**config.mk**
```make
export PLATFORM = sky130hd
export DESIGN_NAME = mem_port_arbiter
export DESIGN_NICKNAME = d
export VERILOG_FILES = /design/src/rtl/mem_port_arbiter_pkg.sv /design/src/rtl/mem_rsp_router.sv /design/src/rtl/mem_port_arbiter.sv
export SDC_FILE = /design/constraint.sdc
export NUM_CORES = 1
export LEC_CHECK = 0
export CAP_MARGIN = 40
export CORE_AREA = 2 2 105 107
export CTS_CLUSTER_SIZE = 28
export DETAILED_ROUTE_END_ITERATION = 6
export DIE_AREA = 0 0 107 109
export GPL_ROUTABILITY_DRIVEN = 1
export GPL_TIMING_DRIVEN = 1
export PLACE_DENSITY_LB_ADDON = 0.3
export SYNTH_ARGS = -nofsm -noshare
export SYNTH_HDL_FRONTEND = slang
export SYNTH_HIERARCHICAL = 1
export SYNTH_SLANG_ARGS = --single-unit
```
**constraint.sdc**
```tcl
create_clock -name clk -period 2.7 [get_ports clk]
set_clock_uncertainty 0.2 [all_clocks]
set_input_delay 0.675 -clock clk [delete_from_list [all_inputs] [get_ports clk]]
set_output_delay 0.675 -clock clk [all_outputs]
set_load 0.05 [all_outputs]
```
**src/rtl/mem_port_arbiter_pkg.sv**
```systemverilog
// Shared definitions for the CPU/loader memory port arbiter.
// Holds the FSM state encoding and the port identifiers used by the arbiter and its response router.
package mem_port_arbiter_pkg;

  typedef enum logic [1:0] {
    IDLE = 2'd0,
    CPU  = 2'd1,
    LDR  = 2'd2
  } arb_state_t;

  localparam logic PORT_CPU = 1'b0;
  localparam logic PORT_LDR = 1'b1;

endpackage

```
**src/rtl/mem_rsp_router.sv**
```systemverilog
// One-cycle read-response pipeline: remembers which port issued a read and
// steers the memory's read data to that port, holding each port's last data.
module mem_rsp_router
  import mem_port_arbiter_pkg::*;
#(
  parameter int DW = 32
) (
  input  logic          clk,
  input  logic          reset,
  input  logic          issue_valid,
  input  logic          issue_owner,
  input  logic [DW-1:0] m_rdata,
  output logic          c_rvalid,
  output logic [DW-1:0] c_rdata,
  output logic          l_rvalid,
  output logic [DW-1:0] l_rdata
);

  logic          pipe_valid;
  logic          pipe_owner;
  logic [DW-1:0] c_hold;
  logic [DW-1:0] l_hold;

  // An asynchronous reset drops any read still in flight.
  always_ff @(posedge clk or posedge reset) begin
    if (reset) begin
      pipe_valid <= 1'b0;
      pipe_owner <= PORT_CPU;
    end else begin
      pipe_valid <= issue_valid;
      pipe_owner <= issue_owner;
    end
  end

  assign c_rvalid = pipe_valid && (pipe_owner == PORT_CPU);
  assign l_rvalid = pipe_valid && (pipe_owner == PORT_LDR);

  always_ff @(posedge clk or posedge reset) begin
    if (reset) begin
      c_hold <= '0;
      l_hold <= '0;
    end else begin
      if (c_rvalid) c_hold <= m_rdata;
      if (l_rvalid) l_hold <= m_rdata;
    end
  end

  // Fresh data passes straight through in the response cycle.
  assign c_rdata = c_rvalid ? m_rdata : c_hold;
  assign l_rdata = l_rvalid ? m_rdata : l_hold;

endmodule

```
**src/rtl/mem_port_arbiter.sv**
```systemverilog
// Round-robin arbiter sharing one synchronous single-port memory between a CPU
// and a loader, with a loader burst limit so a waiting CPU cannot be starved.
module mem_port_arbiter
  import mem_port_arbiter_pkg::*;
#(
  parameter int AW        = 16,
  parameter int DW        = 32,
  parameter int MAX_BURST = 8
) (
  input  logic          clk,
  input  logic          reset,
  input  logic          c_req,
  input  logic          c_we,
  input  logic [AW-1:0] c_addr,
  input  logic [DW-1:0] c_wdata,
  output logic          c_gnt,
  output logic          c_rvalid,
  output logic [DW-1:0] c_rdata,
  input  logic          l_req,
  input  logic          l_we,
  input  logic [AW-1:0] l_addr,
  input  logic [DW-1:0] l_wdata,
  output logic          l_gnt,
  output logic          l_rvalid,
  output logic [DW-1:0] l_rdata,
  output logic          m_en,
  output logic          m_we,
  output logic [AW-1:0] m_addr,
  output logic [DW-1:0] m_wdata,
  input  logic [DW-1:0] m_rdata,
  output logic          cpu_stall
);

  localparam int            BW        = $clog2(MAX_BURST) + 1;
  localparam logic [BW-1:0] BURST_MAX = BW'(MAX_BURST);

  arb_state_t    state;
  arb_state_t    state_next;
  logic          last_owner;
  logic [BW-1:0] burst_cnt;
  logic          cpu_first;

  // State holds last cycle's owner; when idle, last_owner keeps the round-robin memory.
  always_comb begin
    c_gnt      = 1'b0;
    l_gnt      = 1'b0;
    state_next = IDLE;
    cpu_first  = (state == LDR) ||
                 ((state == IDLE) && (last_owner == PORT_LDR)) ||
                 (burst_cnt == BURST_MAX);
    if (!reset) begin
      if (c_req && (!l_req || cpu_first)) c_gnt = 1'b1;
      else if (l_req)                     l_gnt = 1'b1;
    end
    if (c_gnt)      state_next = CPU;
    else if (l_gnt) state_next = LDR;
  end

  always_ff @(posedge clk or posedge reset) begin
    if (reset) begin
      state      <= IDLE;
      last_owner <= PORT_LDR;
      burst_cnt  <= '0;
    end else begin
      state <= state_next;
      if (c_gnt)      last_owner <= PORT_CPU;
      else if (l_gnt) last_owner <= PORT_LDR;
      if (!l_gnt)                      burst_cnt <= '0;
      else if (burst_cnt != BURST_MAX) burst_cnt <= burst_cnt + 1'b1;
    end
  end

  // The memory bus is idle-zero unless a port owns it this cycle.
  always_comb begin
    m_en    = 1'b0;
    m_we    = 1'b0;
    m_addr  = '0;
    m_wdata = '0;
    if (c_gnt) begin
      m_en    = 1'b1;
      m_we    = c_we;
      m_addr  = c_addr;
      m_wdata = c_wdata;
    end else if (l_gnt) begin
      m_en    = 1'b1;
      m_we    = l_we;
      m_addr  = l_addr;
      m_wdata = l_wdata;
    end
  end

  assign cpu_stall = c_req && !c_gnt && !reset;

  logic issue_valid;
  logic issue_owner;

  assign issue_valid = (c_gnt && !c_we) || (l_gnt && !l_we);
  assign issue_owner = l_gnt ? PORT_LDR : PORT_CPU;

  mem_rsp_router #(
    .DW(DW)
  ) u_rsp_router (
    .clk        (clk),
    .reset      (reset),
    .issue_valid(issue_valid),
    .issue_owner(issue_owner),
    .m_rdata    (m_rdata),
    .c_rvalid   (c_rvalid),
    .c_rdata    (c_rdata),
    .l_rvalid   (l_rvalid),
    .l_rdata    (l_rdata)
  );

endmodule

```
==> impl_results.md <==
- Register area share after synthesis: 0.512
- Internal: 3840 uW
- Die area: 11700 um2
- Total wire length: 14800 um
- Syn Nets: 377
- DP HPWL: 10900 um
- All-Layer GR Usage: 0.247
- Failing checks: negative setup slack
- Synth area leader: dfrtp_1
- Die height: 109 um
- Largest net degree at the start of global routing: 67
- Synth Cell Area: 3570 um2
- Core area: 10600 um2
- CTS Root Cell: clkbuf_8
- Clock Sinks: 73
- Input/output buffers: 252
- Leading cell types in the layout, fill and taps excluded: 130 x clkdlybuf4s50_1, 109 x buf_12, 72 x dfrtp_1, 44 x buf_4, 35 x mux2_2
- GPL Wtd Cong: 0.836
- Period utilisation layout: 1.07
- Drt wl/cell: 21.9 um
- Synth cell types: 29
- Reg-to-Reg Start: burst_cnt[0]
- Final-report setup violation count: 51
- Flop pwr share: 0.234
- IO Pins: 253
- R2r endpoint: u_rsp_router/pipe_valid
- Hold crit path type: in -> async
- Final worst setup slack: -0.193 ns
- Vias in the first global route: 3601
- Hold buffer count at CTS: 0
- Gate power share: 0.598
- PD cells: 779 nW/um2
- Critical Path Sink: m_wdata[21]
- Leakage: 0.00370 uW
- R2R setup slack: 0.88 ns
- Critical Path AT: 2.02 ns
- # DRC: 0
- Outcome: complete, but fails checks
- H-tree Lvls: 3
- Global-route wire length before repair: 21200 um
- Worst skew pair latency: 0.33 ns
- Crit Path Category: in -> out
- First DRT Iteration DRCs: 124
- CP startpoint kind: input port
- Chip Width: 107 um
- Crit. Startpoint: l_req
- GR Overflow Total: 0
- Num CTS Buffers: 9
- Slew Limit Fails: 0
- Area contributors post-synth: dfrtp_1 50%, a22o_1 12%, mux2_4 12%, mux2_2 11%, buf_6 4.4%
- Fraction of layout cells with a size suffix above 1: 0.539
- Commonest non-fill, non-tap cell in the layout: clkdlybuf4s50_1
- Vias: 3379
- CP endpoint kind: output pin
- R2r worst-path depth: 6
- Initial antenna violation count: 2
- Maximum clock path buffer count: 2
- CTS tree: done
- # rows: 38
- Switch share: 0.391
- CP Max Fanout: 13
- Post-synth top area share: 0.504
- Synth warn: 6
- Clock network fraction of design power: 0.168
- Min cycle time layout: 2.89 ns
- Starting Density: 0.337
- WHS: 0.249 ns
- Rel. slew slack: 0.765
- RSZ-0062 raised after global routing: yes
- Worst-path clk slew: 0.07 ns
- Setup TNS: -8.00 ns
- Worst EP required: 1.82 ns
- Fmax: 0.346 GHz
- Layout area overhead: 126%
- Register bit total from synthesis: 73
- Syn Area/Cell: 14.8 um2
- Mapped Cells: 241
- Fin. Hold Viols: 0
- Routed Antenna Nets: 0
- Worst Tran Pin Value: 0.353 ns
- P_sw: 2460 uW
- TritonRoute pass-1 iters: 5
- Vias per inst: 5.01
- MaxCap Viol Count: 0
- VDD IR max: 0.663 mV
- # nets final: 663
[cell families after synthesis]
group / after synthesis / share of synthesized area
multiplexers: 65 / 0.235
AND/OR/NAND/NOR: 14 / 0.0266
adder cells (fa/ha/maj): 2 / 0.00700
flip-flops: 73 / 0.512
XOR/XNOR: 3 / 0.00735
buffers and inverters: 28 / 0.0728
AO/OA/AOI/OAI: 56 / 0.140
[flip-flops by register name, summed over array words and instances (netlist names)]
signal / cells
u_rsp_router/pipe_owner: 1
burst_cnt: 4
u_rsp_router/c_hold: 32
u_rsp_router/pipe_valid: 1
last_owner: 1
state: 2
u_rsp_router/l_hold: 32
[what timing repair did]
action,in CTS,in global routing
pin swaps,26,16
gates cloned,3,1
setup endpoints to repair,52,53
gates resized for setup,46,12
buffers inserted,15,9
[cell type report]
type | instances | area (um2)
sequential | 73 | 1830
inverter | 10 | 37.5
clock buffer | 12 | 155
antenna | 2 | 5.00
multi-input combinational | 140 | 1810
clock inverter | 4 | 98.8
tap | 140 | 175
timing repair buffer | 293 | 3970
fill | 615 | 2520
[power by group through the flow]
stage | Sequential, uW | Clock, uW | Combinational [uW]
after floorplan | 1460 | 0 | 1940
after global placement | 1470 | 0 | 3610
after detailed placement | 1490 | 0 | 3650
after CTS | 1470 | 1080 | 3760
after global routing | 1500 | 1130 | 3880
final | 1470 | 1060 | 3770
[critical path: stages]
cell	delay [ns]
dlygate4sd2_1	0.26
buf_4	0.16
a31oi_4	0.24
bufbuf_16	0.34
a22o_1	0.19
buf_12	0.15
[Yosys cell counts (all sizes together)]
| cell type | n |
|---|---|
| mux2i | 1 |
| a31oi | 1 |
| xor2 | 1 |
| o21bai | 1 |
| a21oi | 1 |
| mux2 | 64 |
| a22o | 50 |
| buf | 18 |
| inv | 10 |
| dfstp | 1 |
| nand2 | 1 |
| nor2 | 2 |
| ha | 2 |
| xnor2 | 2 |
| nand3 | 2 |
| nand4b | 1 |
| nand3b | 1 |
| nand2b | 2 |
| and3 | 1 |
| dfrtp | 72 |
| o311a | 2 |
| a21o | 1 |
| nor2b | 2 |
| and2 | 2 |
[metal layers]
layer | track usage | up-vias | share of wire
met5 | 0 | - | 0
met4 | 0.126 | 0 | 0.041
met3 | 0.0729 | 42 | 0.078
met2 | 0.443 | 188 | 0.53
met1 | 0.266 | 1672 | 0.35
li1 | - | 1477 | -
[per-stage QoR]
| step | utilization | std cells | cell area [um2] | worst slack, ns | total power (uW) |
|---|---|---|---|---|---|
| 2_1_floorplan | - | 241 | 3570 | 0.0154 | 3400 |
| 3_3_place_gp | 0.682 | 631 | 7240 | -0.536 | 5080 |
| 3_5_place_dp | 0.682 | 631 | 7240 | -0.562 | 5140 |
| 4_1_cts | 0.750 | 665 | 7950 | -0.222 | 6320 |
| 5_1_grt | 0.762 | 674 | 8080 | -0.241 | 6510 |
| 6_report | 0.762 | 674 | 8080 | -0.193 | 6300 |
[worst min-delay path by stage]
stage	start	to	depth (start not counted)
finish	reset	state[1]	2
global route	reset	state[1]	2
CTS	reset	state[1]	2
detailed placement	u_rsp_router/l_hold[24]	u_rsp_router/l_hold[24]	1
global placement	u_rsp_router/l_hold[1]	u_rsp_router/l_hold[1]	1
floorplan	reset	burst_cnt[0]	1
No activity file was read; power rests on OpenSTA's default activity.
